File: config.mk
export PLATFORM = sky130hd
export DESIGN_NAME = fetch_ctrl
export DESIGN_NICKNAME = d
export VERILOG_FILES = /design/src/rtl/fetch_pkg.sv /design/src/rtl/inst_buf.sv /design/src/rtl/fetch_ctrl.sv
export SDC_FILE = /design/constraint.sdc
export NUM_CORES = 1
export LEC_CHECK = 0
export CORE_MARGIN = 2
export CORE_UTILIZATION = 47
export DETAILED_ROUTE_END_ITERATION = 8
export PLACE_DENSITY = 0.87
export SLEW_MARGIN = 30
export SYNTH_ARGS = -nofsm -noshare
export SYNTH_HDL_FRONTEND = slang
export SYNTH_SLANG_ARGS = --single-unit
File: constraint.sdc
create_clock -name clk -period 6.7 [get_ports clk]
set_clock_uncertainty 0.15 [all_clocks]
set_input_delay 1.34 -clock clk [delete_from_list [all_inputs] [get_ports clk]]
set_output_delay 1.34 -clock clk [all_outputs]
set_load 0.02 [all_outputs]
File: src/rtl/fetch_pkg.sv
// Shared types and defaults for the instruction fetch sequencer.
package fetch_pkg;

  typedef enum logic [1:0] {
    BOOT = 2'd0,
    REQ  = 2'd1,
    WAIT = 2'd2
  } fetch_state_e;

  localparam int INST_WIDTH_DEF = 32;
  localparam int INST_BYTES_DEF = 4;

endpackage

File: src/rtl/inst_buf.sv
// Single-entry fetch output slot. A flush beats a capture, and a capture beats a consume.
module inst_buf
  import fetch_pkg::*;
#(
  parameter int PC_SIZE    = 32,
  parameter int INST_WIDTH = INST_WIDTH_DEF
) (
  input  logic                  clk,
  input  logic                  rst,
  input  logic                  capture,
  input  logic                  consume,
  input  logic                  flush,
  input  logic [INST_WIDTH-1:0] cap_inst,
  input  logic [PC_SIZE-1:0]    cap_pc,
  output logic                  valid,
  output logic [INST_WIDTH-1:0] inst,
  output logic [PC_SIZE-1:0]    inst_pc
);

  logic                  valid_q, valid_d;
  logic [INST_WIDTH-1:0] inst_q, inst_d;
  logic [PC_SIZE-1:0]    inst_pc_q, inst_pc_d;

  always_comb begin
    valid_d   = valid_q;
    inst_d    = inst_q;
    inst_pc_d = inst_pc_q;
    if (flush) begin
      valid_d = 1'b0;
    end else if (capture) begin
      valid_d   = 1'b1;
      inst_d    = cap_inst;
      inst_pc_d = cap_pc;
    end else if (consume) begin
      valid_d = 1'b0;
    end
  end

  always_ff @(posedge clk) begin
    if (rst) begin
      valid_q   <= 1'b0;
      inst_q    <= '0;
      inst_pc_q <= '0;
    end else begin
      valid_q   <= valid_d;
      inst_q    <= inst_d;
      inst_pc_q <= inst_pc_d;
    end
  end

  assign valid   = valid_q;
  assign inst    = inst_q;
  assign inst_pc = inst_pc_q;

endmodule

File: src/rtl/fetch_ctrl.sv
// Fetch sequencer: steers the external pc register, issues one imem request at a time,
// and drops responses made stale by a trap or branch redirect.
module fetch_ctrl
  import fetch_pkg::*;
#(
  parameter int                 PC_SIZE    = 32,
  parameter logic [PC_SIZE-1:0] BOOT_ADDR  = '0,
  parameter int                 INST_BYTES = INST_BYTES_DEF,
  parameter int                 INST_WIDTH = INST_WIDTH_DEF
) (
  input  logic                  clk,
  input  logic                  rst,
  input  logic [PC_SIZE-1:0]    pc_out,
  output logic [PC_SIZE-1:0]    pc_in,
  output logic                  imem_req_valid,
  input  logic                  imem_req_ready,
  output logic [PC_SIZE-1:0]    imem_req_addr,
  input  logic                  imem_rsp_valid,
  input  logic [INST_WIDTH-1:0] imem_rsp_data,
  output logic                  inst_valid,
  output logic [INST_WIDTH-1:0] inst,
  output logic [PC_SIZE-1:0]    inst_pc,
  input  logic                  inst_ready,
  input  logic                  redirect_valid,
  input  logic [PC_SIZE-1:0]    redirect_pc,
  input  logic                  trap_valid,
  input  logic [PC_SIZE-1:0]    trap_vector,
  output logic                  busy,
  output fetch_state_e          dbg_state
);

  // Handshake: a request transfers on a clock edge where imem_req_valid && imem_req_ready;
  // responses are single-cycle pulses that are never back-pressured.

  fetch_state_e       state_q, state_d;
  logic               kill_q, kill_d;
  logic [PC_SIZE-1:0] pend_pc_q, pend_pc_d;

  logic               redir;
  logic [PC_SIZE-1:0] tgt;
  logic               slot_free;
  logic               req_ok;
  logic               capture;

  assign redir     = trap_valid | redirect_valid;
  assign tgt       = trap_valid ? trap_vector : redirect_pc;
  assign slot_free = !inst_valid || inst_ready;

  always_comb begin
    state_d   = state_q;
    kill_d    = kill_q;
    pend_pc_d = pend_pc_q;
    pc_in     = pc_out;
    req_ok    = 1'b0;
    capture   = 1'b0;
    case (state_q)
      BOOT: begin
        pc_in   = redir ? tgt : BOOT_ADDR;
        state_d = REQ;
      end
      REQ: begin
        req_ok = slot_free && !redir;
        if (redir) begin
          pc_in = tgt;
        end else if (req_ok && imem_req_ready) begin
          state_d = WAIT;
        end
      end
      WAIT: begin
        if (imem_rsp_valid) begin
          state_d = REQ;
          kill_d  = 1'b0;
          if (!kill_q && !redir) begin
            capture = 1'b1;
            pc_in   = pc_out + PC_SIZE'(INST_BYTES);
          end else begin
            pc_in = redir ? tgt : pend_pc_q;
          end
        end else if (redir) begin
          // Remember the newest target; the in-flight response is now stale.
          kill_d    = 1'b1;
          pend_pc_d = tgt;
        end
      end
      default: state_d = BOOT;
    endcase
    if (rst) begin
      pc_in   = BOOT_ADDR;
      req_ok  = 1'b0;
      capture = 1'b0;
    end
  end

  always_ff @(posedge clk) begin
    if (rst) begin
      state_q   <= BOOT;
      kill_q    <= 1'b0;
      pend_pc_q <= '0;
    end else begin
      state_q   <= state_d;
      kill_q    <= kill_d;
      pend_pc_q <= pend_pc_d;
    end
  end

  assign imem_req_valid = req_ok;
  assign imem_req_addr  = pc_out;
  assign busy           = (state_q == WAIT) && !rst;
  assign dbg_state      = state_q;

  inst_buf #(
    .PC_SIZE   (PC_SIZE),
    .INST_WIDTH(INST_WIDTH)
  ) u_inst_buf (
    .clk     (clk),
    .rst     (rst),
    .capture (capture),
    .consume (inst_ready),
    .flush   (redir),
    .cap_inst(imem_rsp_data),
    .cap_pc  (pc_out),
    .valid   (inst_valid),
    .inst    (inst),
    .inst_pc (inst_pc)
  );

endmodule
==> metrics.cfg <==
[worst_setup_path]
crit_fanout=13
cp-end-kind=output pin
worstPathRequired_ps=5210
critPathKind=input pin to output pin
startpoint_type=input pin
r2r_cells=6
rr_startpoint=kill_q$_SDFFE_PP0P_
r2r_end=u_inst_buf.inst_pc[7]$_SDFFE_PP0P_
worstSetupStartpoint=pc_out[3]
r2r_slack_ps=4110
cp.arrival_ps=4620
crit_end=pc_in[20]

[drt]
num_vias=7687
ant_nets=0
routed_via_density=6.04
first_pass_iters=6
drt_iter0_markers=973
drc=0
wl_per_cell_um=19.4
wl_um=24700

[job]
drv_cap=0

[global_routing]
grt_max_degree=73
grt.overflow.total=0
antenna_found_initial=0
grt_use_total_pct=32.1
grt_pass1_vias=6960
grt_pass1_wl_um=37200

[cts]
postCtsHoldBufs=0
cts_tree=yes
cts-buffers-inserted=9
insertion_delay_ps=350
cts_resized=0
path_clk_slew_ps=70
h-tree-depth=3
cts_setup_buffers=0
root_buffer=clkbuf_16
cts_num_sinks=100
cts_max_path_buffers=2

[sta]
slew_headroom_pct=39.5
final_hold_viol_count=0
setup_violations=0
post-route-period-util_pct=91.3
hold_slack_ps=303
drv_slew=0
rsz0062_at_grt=false
worst_slack_ps=585
fmax_ghz=0.164
tns_ps=0
worst_pin_slew_ps=907
period_needed_ps=6110

[logic_synthesis]
yosysTopAreaCellShare_pct=30.7
synth_nets=1038
syn-cell-area_sq_um=6530
synth_area_leaders=dfxtp_1 (31%), nand2_1 (11%), nand3_1 (6.4%), o21ai_0 (4.7%), mux2i_1 (4.6%)
syn_area_per_cell_sq_um=7.24
yosys_most_used_dff=dfxtp_1
synth_common_cells=nand2_1 (196), dfxtp_1 (100), nand3_1 (83)
ys_types=75
yosysMostFrequentCell=nand2_1
ys_warn_count=0
syn_inst=902
ys_ff_latch=100
synth_top_area_cell=dfxtp_1
yosysSeqAreaShare_pct=30.7
async_flop_share_pct=0
synth_edf_count=0

[die]
die_h_um=122
io_pins=268
core_sq_um=13700
initial_core_util_pct=47.6
die_area_sq_um=14900
die_w_um=122
fp-row-count=43

[final_layout]
ff_latch_area_sq_um=2000
area_growth_pct=42.3
final_nets=1224
multiInputGateArea_sq_um=3930
antennaDiodeCount=0
n_fill_cell=1196
utilization_pct=67.7
drive_gt1_share_pct=6.31

[placement]
post-place-ws_ps=638
dp_hpwl_um=18100
numPortBuffers=267
finalWeightedCongestion=0.949

[power]
power.internal_mw=1.03
peakVddDrop_v=0.000108
p_seq_share_pct=40.5
power_frac_clock_pct=34.6
p_leak_nw=3.58
p_total_mw=1.48
power.switching_mw=0.456
p_comb_share_pct=24.9
p_per_area_nw_per_um2=159
power.share.switching_pct=30.8

[min_path]
min_path_cells=2
worstHoldPathType=flop to flop

[outcome]
outcome=complete, no violations

[layout make-up]
class | count | share of cell area (%)
clock buffers | 10 | 2.46
clock inverters | 6 | 0.606
inverters | 13 | 0.525
multi-input cells | 679 | 42.3
flip-flops and latches | 100 | 21.5
well taps | 180 | 2.42
repair buffers | 285 | 30.2
[power groups by stage]
stage | Sequential (mW) | Combinational (mW) | Clock (mW)
floorplan | 0.613 | 0.182 | 0
global placement | 0.613 | 0.360 | 0
detailed placement | 0.613 | 0.361 | 0
CTS | 0.599 | 0.363 | 0.523
global route | 0.600 | 0.390 | 0.542
finish | 0.600 | 0.369 | 0.513
[per-layer routing]
metal	track usage, %	vias up	wire length (um)
li1	-	3598	-
met4	13.6	0	989
met2	52.5	433	11800
met3	7.30	73	2440
met5	0	-	0
met1	40.6	3583	9510
[worst min path at each step]
| stage | from | endpoint | slack [ps] |
|---|---|---|---|
| after floorplan | pend_pc_q[10]$_SDFFE_PP0P_ | pend_pc_q[10]$_SDFFE_PP0P_ | 270 |
| after global placement | pend_pc_q[6]$_SDFFE_PP0P_ | pend_pc_q[6]$_SDFFE_PP0P_ | 280 |
| after detailed placement | pend_pc_q[27]$_SDFFE_PP0P_ | pend_pc_q[27]$_SDFFE_PP0P_ | 290 |
| after CTS | u_inst_buf.inst_pc[16]$_SDFFE_PP0P_ | u_inst_buf.inst_pc[16]$_SDFFE_PP0P_ | 300 |
| after global routing | u_inst_buf.inst[6]$_SDFFE_PP0P_ | u_inst_buf.inst[6]$_SDFFE_PP0P_ | 320 |
| final | u_inst_buf.inst[27]$_SDFFE_PP0P_ | u_inst_buf.inst[27]$_SDFFE_PP0P_ | 300 |
[through the flow]
| stage | instances | area [sq um] |
|---|---|---|
| floorplan | 902 | 6530 |
| global placement | 1256 | 8990 |
| detailed placement | 1256 | 8990 |
| CTS | 1272 | 9270 |
| global route | 1273 | 9290 |
| finish | 1273 | 9290 |
[worst max-delay path: stages]
cell and delay (ps):
clkdlybuf4s50_1 640, ha_1 270, nand3_2 170, or4_4 670, nor4_2 220, mux2i_1 140
a2111oi_2 490, clkdlybuf4s50_1 690
[flip-flops by register name (all words and copies together), names as in the netlist]
name                flops
dbg_state               2
kill_q                  1
pend_pc_q              32
u_inst_buf.inst        32
u_inst_buf.inst_pc     32
u_inst_buf.valid        1
[cell usage in the layout, fill, tap and decap left out, drive strengths merged, types with 6 or more instances in the layout]
master and count:
clkdlybuf4s50 265, nand2 196, dfxtp 100, nand3 84, o21ai 61, a21oi 47
nor2 32, mux2i 30, a22o 21, buf 20, nor3 17, inv 15
o22ai 14, o211ai 11, nor4 11, a31oi 10, clkbuf 10, or2 8
o21a 8, and3 7, nand2b 7, o221ai 6, o311ai 6, a221oi 6
a211oi 6, a21o 6
[cells by family after synthesis]
family / after synthesis / synth area share (%)
DFF: 100 / 30.7
muxes: 31 / 4.77
xor gates and xnor gates: 5 / 0.671
and+or+nand+nor: 396 / 28.6
AOI/OAI and AO/OA: 246 / 25.6
buffers and inverters: 123 / 9.52
adders and majority gates: 1 / 0.192
Note: power is estimated with default switching activity, not from simulation.
